## config.mk

```make
export PLATFORM = sky130hd
export DESIGN_NAME = cell_stim_chk4
export DESIGN_NICKNAME = d
export VERILOG_FILES = /design/src/rtl/cell_stim_chk4.sv
export SDC_FILE = /design/constraint.sdc
export NUM_CORES = 1
export LEC_CHECK = 0
export BUFFER_PORTS_ARGS = -buffer_cell sky130_fd_sc_hd__clkbuf_2
export CAP_MARGIN = 20
export CELL_PAD_IN_SITES_DETAIL_PLACEMENT = 0
export CELL_PAD_IN_SITES_GLOBAL_PLACEMENT = 1
export CORE_ASPECT_RATIO = 1.1
export CORE_MARGIN = 2
export CORE_UTILIZATION = 46
export DETAILED_ROUTE_END_ITERATION = 16
export PLACE_DENSITY_LB_ADDON = 0.1
export SLEW_MARGIN = 20
export SYNTH_ARGS = -nofsm -noshare
export SYNTH_HDL_FRONTEND = slang
export SYNTH_SLANG_ARGS = --single-unit
```

## constraint.sdc

```tcl
create_clock -name CLK -period 5.5 [get_ports CLK]
set_clock_uncertainty 0.2 [all_clocks]
set_input_delay 0.825 -clock CLK [delete_from_list [all_inputs] [get_ports CLK]]
set_output_delay 0.825 -clock CLK [all_outputs]
set_load 0.005 [all_outputs]
```

## src/rtl/cell_stim_chk4.sv

```systemverilog
// Stimulus driver and truth-table checker for 4-input combinational cells.
// Optional per-vector failure map output enabled by CELL_STIM_CHK4_FAILMAP_EN.
module cell_stim_chk4 #(
    parameter logic [15:0] TRUTH      = 16'h007F,
    parameter int unsigned SETTLE_CYC = 2
) (
    input  logic        CLK,
    input  logic        RST,
    input  logic        START,
    input  logic        Y_IN,
    output logic        A0,
    output logic        A1,
    output logic        A2,
    output logic        B,
    output logic        BUSY,
    output logic        DONE,
    output logic        PASS,
    output logic [4:0]  ERR_CNT
`ifdef CELL_STIM_CHK4_FAILMAP_EN
    ,
    output logic [15:0] FAIL_MAP
`endif
);

    // state    | meaning
    // S_IDLE   | waiting for START
    // S_APPLY  | vector idx driven, settle counter loaded
    // S_WAIT   | counting down SETTLE_CYC cycles
    // S_SAMPLE | compare Y_IN against TRUTH[idx]
    // S_DONE   | one-cycle end-of-run marker
    typedef enum logic [2:0] {
        S_IDLE,
        S_APPLY,
        S_WAIT,
        S_SAMPLE,
        S_DONE
    } state_t;

    localparam logic [3:0] SETTLE = 4'(SETTLE_CYC);

    state_t     state;
    logic [3:0] idx;
    logic [3:0] settle_cnt;
    logic [3:0] stim;
    logic       mismatch;
    logic [4:0] err_next;

    assign {B, A2, A1, A0} = stim;
    assign mismatch = (Y_IN != TRUTH[idx]);
    // PASS must see the last sample's contribution, so it is derived from the next count.
    assign err_next = ERR_CNT + {4'd0, mismatch};

    always_ff @(posedge CLK or posedge RST) begin
        if (RST) begin
            state      <= S_IDLE;
            idx        <= 4'd0;
            settle_cnt <= 4'd0;
            stim       <= 4'd0;
            BUSY       <= 1'b0;
            DONE       <= 1'b0;
            PASS       <= 1'b0;
            ERR_CNT    <= 5'd0;
`ifdef CELL_STIM_CHK4_FAILMAP_EN
            FAIL_MAP   <= 16'd0;
`endif
        end else begin
            DONE <= 1'b0;
            case (state)
                S_IDLE: begin
                    if (START) begin
                        state   <= S_APPLY;
                        idx     <= 4'd0;
                        stim    <= 4'd0;
                        BUSY    <= 1'b1;
                        ERR_CNT <= 5'd0;
                        PASS    <= 1'b0;
`ifdef CELL_STIM_CHK4_FAILMAP_EN
                        FAIL_MAP <= 16'd0;
`endif
                    end
                end
                S_APPLY: begin
                    settle_cnt <= SETTLE;
                    state      <= (SETTLE != 4'd0) ? S_WAIT : S_SAMPLE;
                end
                S_WAIT: begin
                    settle_cnt <= settle_cnt - 4'd1;
                    if (settle_cnt <= 4'd1) begin
                        state <= S_SAMPLE;
                    end
                end
                S_SAMPLE: begin
                    ERR_CNT <= err_next;
`ifdef CELL_STIM_CHK4_FAILMAP_EN
                    if (mismatch) begin
                        FAIL_MAP[idx] <= 1'b1;
                    end
`endif
                    if (idx == 4'd15) begin
                        state <= S_DONE;
                        BUSY  <= 1'b0;
                        DONE  <= 1'b1;
                        PASS  <= (err_next == 5'd0);
                    end else begin
                        idx   <= idx + 4'd1;
                        stim  <= idx + 4'd1;
                        state <= S_APPLY;
                    end
                end
                S_DONE: begin
                    state <= S_IDLE;
                end
                default: begin
                    state <= S_IDLE;
                    BUSY  <= 1'b0;
                end
            endcase
        end
    end

endmodule

```

# Word level (Yosys, flattened, before mapping)
# Memories as Yosys holds them, arrays and structs flattened.
# Index checks and enable logic that the tools add are counted.
[word_totals]
register_bits = 19
latchBits = 0
ram_bits = 0
romBits = 16
out_inout_bits = 12
wordCells = 53
mem_count = 1
[op_classes]
addsub = 3
multipliers = 0
div = 0
order_cmp = 2
eq_ne = 10
n_shift = 0
n_mux = 19
n_bitwise = 1
n_reduce_logical = 10
[memory_table]
columns = ["name", "words", "word_bits", "read_ports", "rd_ports_with_merged_regs", "write_ports", "line_no", "text"]
rows = [
  ["(name not given)", 16, 1, 1, 0, 0, "49", "assign mismatch = (Y_IN != TRUTH[idx]);"],
]
[ops]
columns = ["operator", "n"]
rows = [
  ["case mux 4 bit (2 select lines)", 2],
  ["case mux 3 bit (4 select lines)", 1],
  ["case mux 5 bit (2 select lines)", 1],
  ["two-way mux 3 bit", 3],
  ["AND reduction 3 bit", 3],
  ["two-way mux 4 bit", 2],
  ["inequality test 2 bit, second input constant", 4],
  ["two-way mux 1 bit", 7],
  ["== test 3 x 2 -> 1 bit, second input constant", 2],
  ["adder 5 x 1 -> 5 bit", 1],
  ["zero test 5 bit", 1],
  ["less-than comparator 4 x 5 -> 1 bit, second input constant", 1],
  ["two-way mux 5 bit", 1],
  ["adder 4 x 1 -> 4 bit, second input constant", 1],
  ["== test 4 bit, second input constant", 1],
  ["<= comparator 4 x 1 -> 1 bit, second input constant", 1],
  ["AND reduction 2 bit", 2],
  ["nonzero test 2 bit", 2],
  ["subtractor 4 x 1 -> 4 bit, second input constant", 1],
  ["== test 3 x 1 -> 1 bit, second input constant", 1],
  ["== test 3 bit, second input constant", 1],
  ["zero test 3 bit", 1],
  ["case mux 1 bit (3 select lines)", 1],
  ["OR reduction 3 bit", 1],
  ["3 further kinds", 3],
]

# Logic depth before layout (Yosys ltp)
[logic_depth]
word_depth = 7
ltp_mapped = 8

# Worst setup path after synthesis
# OpenSTA, ideal clock, no wires.
[synth_path]
path_kind = "input-to-reg"
startpoint = "input port Y_IN"
endpoint = "register PASS"
arrival_time_ns = 1.814
setup_slack_ns = 3.358
path_stages = 6
path_buffers = 0
cell_sequence = "xor2_1 > ha_1 > ha_1 > xor2_1 > a2bb2oi_1 > o22ai_1"
[synth_via]
elab_chain_len = 5
[synth_rtl]
columns = ["item", "line_no", "text"]
rows = [
  ["start, declared", "10", "input logic Y_IN,"],
  ["inequality test 1 bit", "49", ""],
  ["adder 5 x 1 -> 5 bit", "51", "assign err_next = ERR_CNT + {4'd0, mismatch};"],
  ["zero test 5 bit", "103", "PASS <= (err_next == 5'd0);"],
  ["two-way mux 1 bit", "99", "if (idx == 4'd15) begin"],
  ["case mux 1 bit (2 select lines)", "68", "case (state)"],
  ["end signal, assigned", "103", ""],
  ["end, declared", "17", "output logic PASS,"],
]
# Every way passes these cells. The select of a mux whose other input is x is not followed.
# A chain may end at the register's enable or synchronous reset.

==> summary.md <==
| Metric | Value |
|---|---|
| Final Util | 52.9% |
| Drt first-iter violations | 17 |
| RePlAce Congestion | 0.731 |
| GR Overflow Total | 0 |
| Worst flop-to-flop path startpoint | stim[0] |
| Post-CTS Resized | 0 |
| Postcts setup bufs | 0 |
| YS warnings | 0 |
| Count of unique library cells instantiated by Yosys | 40 |
| HP Class | register to register |
| Fmax achieved | 439 MHz |
| Largest net degree at the start of global routing | 20 |
| FF-to-FF setup slack | 3.22 ns |
| Area post-placement | 1170 µm² |
| Max-slew violation count | 0 |
| CP required | 5.50 ns |
| Relative slew slack | 50.7% |
| Root buf cell | clkbuf_4 |
| Register area | 475 µm² |
| Commonest non-fill, non-tap cells in the layout | dfrtp_1, clkbuf_2, a21oi_1, nand2_1, nor2_1 |
| RSZ-0062 raised after global routing | false |
| Post-route setup slack | 3.22 ns |
| Origin of the worst setup path | stim[0] |
| Asr flop ratio synth | 100% |
| Share of layout cells above drive strength 1 | 19.5% |
| CTS buffer count | 3 |
| Reg2reg end | ERR_CNT[4] |
| Worst-path maximum fanout | 6 |
| Wire length per cell | 14.8 µm |
| PD cells | 461 nW/µm² |
| Yosys reg bits | 19 |
| CP startpoint kind | register |
| Final hold violations | 0 |
| Final WL | 2260 µm |
| Fin area | 1200 µm² |
| Clk pin slew, worst setup/hold paths | 0.12 ns |
| Final setup violation count | 0 |
| Post-synthesis sequential area ratio | 42.9% |
| Inserted Diodes | 0 |
| Cells after synthesis | 110 |
| Post-detail-place hpwl | 1600 µm |
| First-pass GRT wire length | 3840 µm |
| Mapped Area | 1110 µm² |
| Worst setup endpoint | ERR_CNT[4] |
| DR pass1 iterations | 4 |
| CORE AREA | 2270 µm² |
| CTS tree | yes |
| Total number of vias | 879 |
| Clock Sinks | 19 |
| GRT Total Usage | 17.7% |
| Total power | 554 µW |
| Rows | 18 |
| Die Wd | 50.8 µm |
| CTS HTree Levels | 1 |
| CP Capture Type | register |
| Status | completed |
| FF-to-FF path depth | 8 |
| Most common cell after layout, fill and taps aside | dfrtp_1 |
| Main synth FF type | dfrtp_1 |
| Vias per cell | 5.75 |
| Pre-CTS setup slack | 3.16 ns |
| Final Critical Period | 2.28 ns |
| Post-route ant nets | 0 |
| Worst-skew pair later-pin latency | 0.30 ns |
| Starting density of the core | 48.7% |
| Post-synth EDFFs | 0 |
| Post-Route Setup TNS | 0 ns |
| Area delta synth->final | 8.59% |
| Multi-input gate area | 564 µm² |
| IO Count | 16 |
| Die Area | 2820 µm² |
| Leak Pwr | 0.575 nW |
| FILL cells | 226 |
| # nets final | 134 |
| Final Cycle Share | 41.4% |
| WS Path Type | register to register |
| Syn Nets | 120 |
| Port Buf Inserts | 15 |
| Vias in the first global route | 816 |
| Initial antenna violation count | 0 |
| Crit path DAT | 2.28 ns |
| Hold wc startpoint | BUSY |
| Worst Tran Pin Value | 0.739 ns |
| Die height | 55.5 µm |
| DRC violations left | 0 |
| Clock Path Buffers | 2 |
| Hold_buf cts | 0 |
| Mean Syn Cell Area | 10.1 µm² |
| MaxCap Viol Count | 0 |
| Peak VDD IR | 0.260 mV |
## area by class of cell
type                    count  area share (%)
clock buffers               3            1.87
clock inverters             1           0.416
inverters                   6            1.87
multi-input cells          79            46.9
flip-flops and latches     19            39.5
well taps                  30            3.12
repair buffers             15            6.24
## cell usage after synthesis, types with 2 or more instances
cell type | number | area, µm²
nand3_1 | 5 | 25.0
buf_2 | 3 | 15.0
xor2_1 | 2 | 17.5
nor2_1 | 7 | 26.3
nand2b_1 | 2 | 12.5
a21oi_1 | 8 | 40.0
xnor2_1 | 4 | 35.0
dfrtp_1 | 19 | 475
nor3_1 | 2 | 10.0
inv_1 | 5 | 18.8
ha_1 | 6 | 75.1
a22oi_1 | 2 | 15.0
o21ai_0 | 5 | 25.0
mux2i_1 | 2 | 20.0
nand2_1 | 7 | 26.3
a22o_1 | 5 | 43.8
o22ai_1 | 2 | 12.5
buf_6 | 2 | 22.5
## cell families (layout without fill, tap and decap cells)
logic type	Yosys count	after routing	synth area share, %
DFF	19	19	42.9
and+or+nand+nor	37	37	19.9
xor gates and xnor gates	6	6	4.75
muxes	2	2	1.81
adders and majority gates	6	6	6.78
buffers and inverters	12	25	6.10
AOI/OAI and AO/OA	28	28	17.7
## power breakdown
part,leakage [nW],internal (mW),switching [mW]
sequential,0.247,0.182,0.0738
clock,0.0177,0.0271,0.0449
combinational,0.311,0.110,0.117
## worst min-delay path by stage
stage | to | slack, ns | cells past startpoint
6_report | BUSY | 0.36 | 2
5_1_grt | BUSY | 0.38 | 2
3_5_place_dp | ERR_CNT[0] | 0.34 | 1
3_3_place_gp | ERR_CNT[0] | 0.31 | 1
2_1_floorplan | settle_cnt[3] | 0.29 | 2
4_1_cts | BUSY | 0.37 | 2
## stage by stage
stage,std cells,hold WS [ns]
2_1_floorplan,110,0.293
3_3_place_gp,149,0.310
3_5_place_dp,149,0.344
4_1_cts,153,0.366
5_1_grt,153,0.377
6_report,153,0.357
## critical path, cell delays in order (launching register included)
cell	delay, ns
dfrtp_1	0.45
ha_1	0.21
a21oi_1	0.18
xor2_1	0.17
ha_1	0.23
ha_1	0.29
nand3_1	0.13
xnor2_1	0.14
a22o_1	0.18
## layer usage
layer / wire length (µm) / vias to the layer above / GRT usage [%]
met5: 0 / - / 0
met4: 19 / 0 / 5.79
met3: 57 / 2 / 2.97
met2: 1140 / 11 / 31.0
met1: 1040 / 433 / 21.7
li1: - / 433 / -
## sequential cells by signal (all words and copies together), names as in the netlist
name	flops
ERR_CNT	5
state	3
DONE	1
stim	4
BUSY	1
settle_cnt	4
PASS	1
Power figures use the tool's default switching activity.
